## src/rtl/fir_pkg.sv

```systemverilog
// Shared definitions for the folded FIR family: FSM states, width helpers
// and saturation limits.
package fir_pkg;

   typedef enum logic [1:0] {
      IDLE = 2'd0,
      MAC  = 2'd1,
      OUT  = 2'd2
   } fir_state_t;

   // Ceiling log2, usable in parameter and port-width expressions.
   function automatic int clog2(input int n);
      int r;
      r = 0;
      for (int v = n - 1; v > 0; v = v >> 1) r++;
      return r;
   endfunction

   // Accumulator wide enough that summing taps full-precision products can never overflow.
   function automatic int acc_width(input int word_size, input int coef_size, input int taps);
      return word_size + coef_size + clog2(taps);
   endfunction

   // Largest value representable in a w-bit signed word.
   function automatic longint sat_max(input int w);
      return (longint'(1) <<< (w - 1)) - 1;
   endfunction

   // Smallest value representable in a w-bit signed word.
   function automatic longint sat_min(input int w);
      return -(longint'(1) <<< (w - 1));
   endfunction

endpackage

```

## src/rtl/fir_round_sat.sv

```systemverilog
// Combinational round-half-up and saturate from an accumulator word down to
// a sample word. Shared by the filter blocks that produce WORD_SIZE outputs.
module fir_round_sat
   import fir_pkg::*;
#(
   parameter int ACC_W     = 19,
   parameter int WORD_SIZE = 8,
   parameter int FRAC_BITS = 6
) (
   input  logic signed [ACC_W-1:0]     acc,
   output logic signed [WORD_SIZE-1:0] y
);

   // One guard bit so adding the rounding constant can never wrap.
   localparam int SW = ACC_W + 1;
   localparam logic signed [SW-1:0] HALF = SW'(longint'(1) <<< (FRAC_BITS - 1));
   localparam logic signed [SW-1:0] HI   = SW'(sat_max(WORD_SIZE));
   localparam logic signed [SW-1:0] LO   = SW'(sat_min(WORD_SIZE));

   logic signed [SW-1:0] biased;
   logic signed [SW-1:0] shifted;

   // Bias by half an LSB, drop the fraction, then clamp to the sample range.
   always_comb begin
      biased  = SW'(acc) + HALF;
      shifted = biased >>> FRAC_BITS;
      if (shifted > HI) begin
         y = HI[WORD_SIZE-1:0];
      end else if (shifted < LO) begin
         y = LO[WORD_SIZE-1:0];
      end else begin
         y = shifted[WORD_SIZE-1:0];
      end
   end

endmodule

```

## src/rtl/fir_fold.sv

```systemverilog
// Folded direct-form FIR: one multiply-accumulate shared across all taps,
// run-time loadable coefficients, rounded and saturated output.
//
// Handshake: a sample transfers on a rising edge where in_valid and in_ready
// are both high; in_ready is high only while idle, so the source must hold
// filter_in/in_valid until it sees in_ready. out_valid is a single-cycle
// strobe with no backpressure; filter_out holds between strobes.
module fir_fold
   import fir_pkg::*;
#(
   parameter int WORD_SIZE = 8,
   parameter int COEF_SIZE = 8,
   parameter int TAPS      = 8,
   parameter int FRAC_BITS = 6
) (
   input  logic                        clk,
   input  logic                        rst,
   input  logic                        in_valid,
   output logic                        in_ready,
   input  logic signed [WORD_SIZE-1:0] filter_in,
   input  logic                        coef_we,
   input  logic [clog2(TAPS)-1:0]      coef_addr,
   input  logic signed [COEF_SIZE-1:0] coef_data,
   output logic                        out_valid,
   output logic signed [WORD_SIZE-1:0] filter_out,
   output logic                        busy
);

   localparam int AW    = clog2(TAPS);
   localparam int PW    = WORD_SIZE + COEF_SIZE;
   localparam int ACC_W = acc_width(WORD_SIZE, COEF_SIZE, TAPS);

   fir_state_t state, state_nxt;

   logic signed [WORD_SIZE-1:0] x [TAPS];
   logic signed [COEF_SIZE-1:0] c [TAPS];
   logic signed [ACC_W-1:0]     acc;
   logic [AW-1:0]               idx;
   logic signed [PW-1:0]        prod;
   logic signed [WORD_SIZE-1:0] rounded;
   logic                        accept;
   logic                        coef_ok;
   logic                        last_tap;

   assign in_ready = (state == IDLE);
   assign busy     = (state == MAC) || (state == OUT);
   assign accept   = in_valid && in_ready;
   // Writes land only while idle, and only for addresses that map to a tap.
   assign coef_ok  = coef_we && in_ready && ({1'b0, coef_addr} < (AW + 1)'(TAPS));
   assign last_tap = (idx == AW'(TAPS - 1));
   assign prod     = PW'(x[idx]) * PW'(c[idx]);

   fir_round_sat #(
      .ACC_W    (ACC_W),
      .WORD_SIZE(WORD_SIZE),
      .FRAC_BITS(FRAC_BITS)
   ) u_round_sat (
      .acc(acc),
      .y  (rounded)
   );

   // State register.
   always_ff @(posedge clk or posedge rst) begin
      if (rst) state <= IDLE;
      else     state <= state_nxt;
   end

   // Next state: accept -> walk every tap once -> publish -> back to idle.
   always_comb begin
      state_nxt = state;
      case (state)
         IDLE:    if (in_valid) state_nxt = MAC;
         MAC:     if (last_tap) state_nxt = OUT;
         OUT:     state_nxt = IDLE;
         default: state_nxt = IDLE;
      endcase
   end

   // Delay line, coefficient file, accumulator and output register.
   always_ff @(posedge clk or posedge rst) begin
      if (rst) begin
         for (int k = 0; k < TAPS; k++) begin
            x[k] <= '0;
            c[k] <= '0;
         end
         acc        <= '0;
         idx        <= '0;
         filter_out <= '0;
         out_valid  <= 1'b0;
      end else begin
         out_valid <= (state == OUT);
         if (coef_ok) c[coef_addr] <= coef_data;
         if (accept) begin
            for (int k = TAPS - 1; k > 0; k--) x[k] <= x[k-1];
            x[0] <= filter_in;
            acc  <= '0;
            idx  <= '0;
         end
         if (state == MAC) begin
            acc <= acc + ACC_W'(prod);
            idx <= last_tap ? '0 : idx + AW'(1);
         end
         if (state == OUT) filter_out <= rounded;
      end
   end

endmodule
```

## config.mk

```make
export PLATFORM = sky130hd
export DESIGN_NAME = fir_fold
export DESIGN_NICKNAME = d
export VERILOG_FILES = /design/src/rtl/fir_pkg.sv /design/src/rtl/fir_round_sat.sv /design/src/rtl/fir_fold.sv
export SDC_FILE = /design/constraint.sdc
export NUM_CORES = 1
export LEC_CHECK = 0
export BUFFER_PORTS_ARGS = -buffer_cell sky130_fd_sc_hd__buf_2
export CORE_UTILIZATION = 45
export DETAILED_ROUTE_END_ITERATION = 10
export PLACE_DENSITY = 0.63
export SLEW_MARGIN = 20
export SYNTH_ARGS = -nofsm -noshare
export SYNTH_HDL_FRONTEND = slang
export SYNTH_SLANG_ARGS = --single-unit
export TNS_END_PERCENT = 20
```

## constraint.sdc

```tcl
create_clock -name clk -period 8.48 [get_ports clk]
set_input_delay 1.696 -clock clk [delete_from_list [all_inputs] [get_ports clk]]
set_output_delay 1.696 -clock clk [all_outputs]
set_load 0.01 [all_outputs]
```

==> metrics.md <==
| Metric | Value |
|---|---|
| Fin crit share | 79.69% |
| Total CTS buffers | 17 |
| Post-Synth XOR/XNOR Area | 2.002% |
| Ant diodes | 0 |
| Drt drc | 0 |
| Skew-Pair Late Insertion Delay | 0.44 ns |
| H-Tree Depth | 4 |
| CTS tree | built |
| Max Cap Violations | 0 |
| Max_slew headroom | 28.67% |
| CTS sink count | 161 |
| Metal-1 WL | 10430 um |
| Setup TNS | 0 ns |
| Net count, final | 1065 |
| Crit path DAT | 7.14 ns |
| GRT Util Overall | 18.61% |
| Post-synthesis cell type count | 52 |
| Total length of routed met2 wires | 9602 um |
| Synthesized flop and latch total | 161 |
| DRT iter0 DRCs | 421 |
| Post-synth EDFFs | 0 |
| Post-synth net total | 1035 |
| Critical path launch point type | flip-flop |
| Main combinational cell family by area after synthesis | multiplexers |
| WP data required | 8.86 ns |
| Core Box Area | 0.02368 mm^2 |
| Via count | 6545 |
| Worst Max-Slew Pin Slew | 1.070 ns |
| Met3 wire len | 604 um |
| Synth-to-Final Area Change | 10.34% |
| Core Rows | 56 |
| HPWL after DPL | 14820 um |
| I/O pins | 34 |
| Unrepaired setup endpoints after global routing | no |
| Largest net degree at the start of global routing | 83 |
| Crit-path max FO | 23 |
| Proportion of synthesized area in mux cells | 23.11% |
| Hold Crit Class | flip-flop to flip-flop |
| Post-route antenna net violation count | 0 |
| Async SR Flop Fraction | 100.0% |
| Die H | 157.9 um |
| Cts hold-fix bufs | 0 |
| Dominant synthesized flop cell | dfrtp_1 |
| GP Congestion | 0.8227 |
| Worst-path clk slew | 0.08 ns |
| Die Width | 157.9 um |
| Clk Tree Root Cell | clkbuf_16 |
| Min Tclk post-route | 6.758 ns |
| Congestion Overflow GR | 0 |
| Vias in the first global route | 6755 |
| Setup repair bufs after CTS | 0 |
| WS Path Type | flip-flop to flip-flop |
| Synthesis Warnings | 0 |
| Initial antenna violation count | 0 |
| Sequential area share after synthesis | 36.84% |
| 1st-pass router iterations | 4 |
| Most common cell after layout, fill and taps aside | dfrtp_1 |
| Post-CTS sizing | 0 |
| WL/cell | 16.83 um |
| Syn Area/Cell | 12.45 um^2 |
| Synth Area in Simple Gates | 7.025% |
| Endpoints failing hold | 0 |
| Max clock buf depth | 2 |
| First-pass GRT wire length | 35270 um |
| CP Capture Type | flip-flop |
| Mapped Cells | 878 |
| Compound-Gate Fraction of Synth Area | 4.828% |
| Share of layout cells above drive strength 1 | 28.99% |
| Status | finished clean |
| Final setup fails | 0 |
| Routed WL | 20880 um |
| PortBufs | 33 |
| Post-Syn Area | 0.01094 mm^2 |
| Slew Limit Fails | 0 |
| Initial Util | 46.17% |
| Adder-Cell Fraction of Synth Area | 21.10% |
| Vias per cell | 5.278 |
| Commonest cells after routing, fill and taps aside | dfrtp_1 (159), mux2_2 (132), inv_1 (107) |
| Die area | 0.02493 mm^2 |
| Top Metal Used | met4 |
| Achievable frequency | 148.0 MHz |
| Clock skew | 0.01230 ns |
## through the flow
step	setup WS [ns]	hold slack (ns)	cell area [um^2]	utilization [%]	instances
2_1_floorplan	2.395	0.4741	10940	-	878
3_3_place_gp	1.615	0.4816	11420	48.20	1207
3_5_place_dp	1.567	0.4892	11420	48.20	1207
4_1_cts	1.519	0.5067	12040	50.82	1239
5_1_grt	1.316	0.5207	12070	50.95	1240
6_report	1.722	0.5034	12070	50.95	1240
## metal layers
layer,track usage [%],vias up
li1,-,3074
met1,26.40,3350
met2,29.49,101
met3,3.066,20
met4,5.132,0
met5,0,-
## worst max-delay path, cell delays in order, from the launching register on
cell	delay (ns)
dfrtp_2	0.87
buf_4	0.41
mux4_2	0.57
mux2i_4	0.30
nor2_1	0.18
fa_1	0.57
inv_1	0.16
fa_1	0.55
inv_1	0.06
fa_1	0.50
fa_1	0.49
ha_1	0.31
ha_1	0.37
a2111oi_0	0.44
o21a_1	0.23
o21ai_1	0.12
a2111o_1	0.38
nand3_1	0.09
a31o_2	0.10
## cells by family after synthesis
logic type      Yosys count
compound gates           79
xor+xnor                 25
mux                     181
buf+inv                 138
simple gates            160
fa+ha+maj               134
flops                   161
## Yosys cell counts (all sizes together) (2+ instances only)
| cell type | n | share of area, % |
|---|---|---|
| dfrtp | 161 | 37 |
| mux2 | 132 | 14 |
| inv | 108 | 3.7 |
| fa | 84 | 15 |
| nor2 | 53 | 1.8 |
| ha | 50 | 5.7 |
| nand2 | 45 | 1.5 |
| mux4 | 32 | 6.6 |
| o21ai | 29 | 1.3 |
| clkbuf | 20 | 0.69 |
| mux2i | 17 | 2.9 |
| xnor2 | 16 | 1.3 |
| a21oi | 14 | 0.64 |
| nand2b | 11 | 0.63 |
| nand3 | 11 | 0.50 |
| buf | 10 | 0.70 |
| xor2 | 9 | 0.72 |
| nor3 | 8 | 0.47 |
| nor2b | 7 | 0.40 |
| o221ai | 7 | 0.56 |
| or2 | 7 | 0.40 |
| a211oi | 6 | 0.41 |
| a21o | 4 | 0.27 |
| nor3b | 4 | 0.27 |
| nand4 | 3 | 0.23 |
| o211ai | 3 | 0.21 |
| or3 | 3 | 0.17 |
| a31o | 2 | 0.16 |
| a31oi | 2 | 0.11 |
| a41oi | 2 | 0.23 |
| nand3b | 2 | 0.14 |
| nor4b | 2 | 0.16 |
| o21a | 2 | 0.14 |
| o31ai | 2 | 0.14 |
## state kept, by name, indices dropped and copies added, names as in the netlist
register	flops
idx	3
c	64
out_valid	1
acc	19
x	64
state	2
filter_out	8
## final timing paths
path                        start       to  slack [ns]  cells after the start
setup / recovery           idx[0]  acc[18]        1.72                     18
hold / removal              c[32]    c[32]        0.50                      1
setup reg to reg           idx[0]  acc[18]        1.72                     18
hold reg to reg             c[32]    c[32]        0.50                      1
max in group asynchronous     rst   idx[0]        5.83                      4
min in group asynchronous     rst   acc[2]        1.40                      2
## final cells by class
cell class	instances	area (um^2)
Multi-Input combinational cell	579	6360
Fill cell	2076	11620
Clock inverter	15	195.2
Inverter	108	410.4
Clock buffer	17	425.4
Timing Repair Buffer	41	245.2
Sequential cell	161	4031
Tap cell	319	399.1
Power is not shown: default switching activity piles up to over one toggle a cycle in this logic, so the estimate is an artifact.
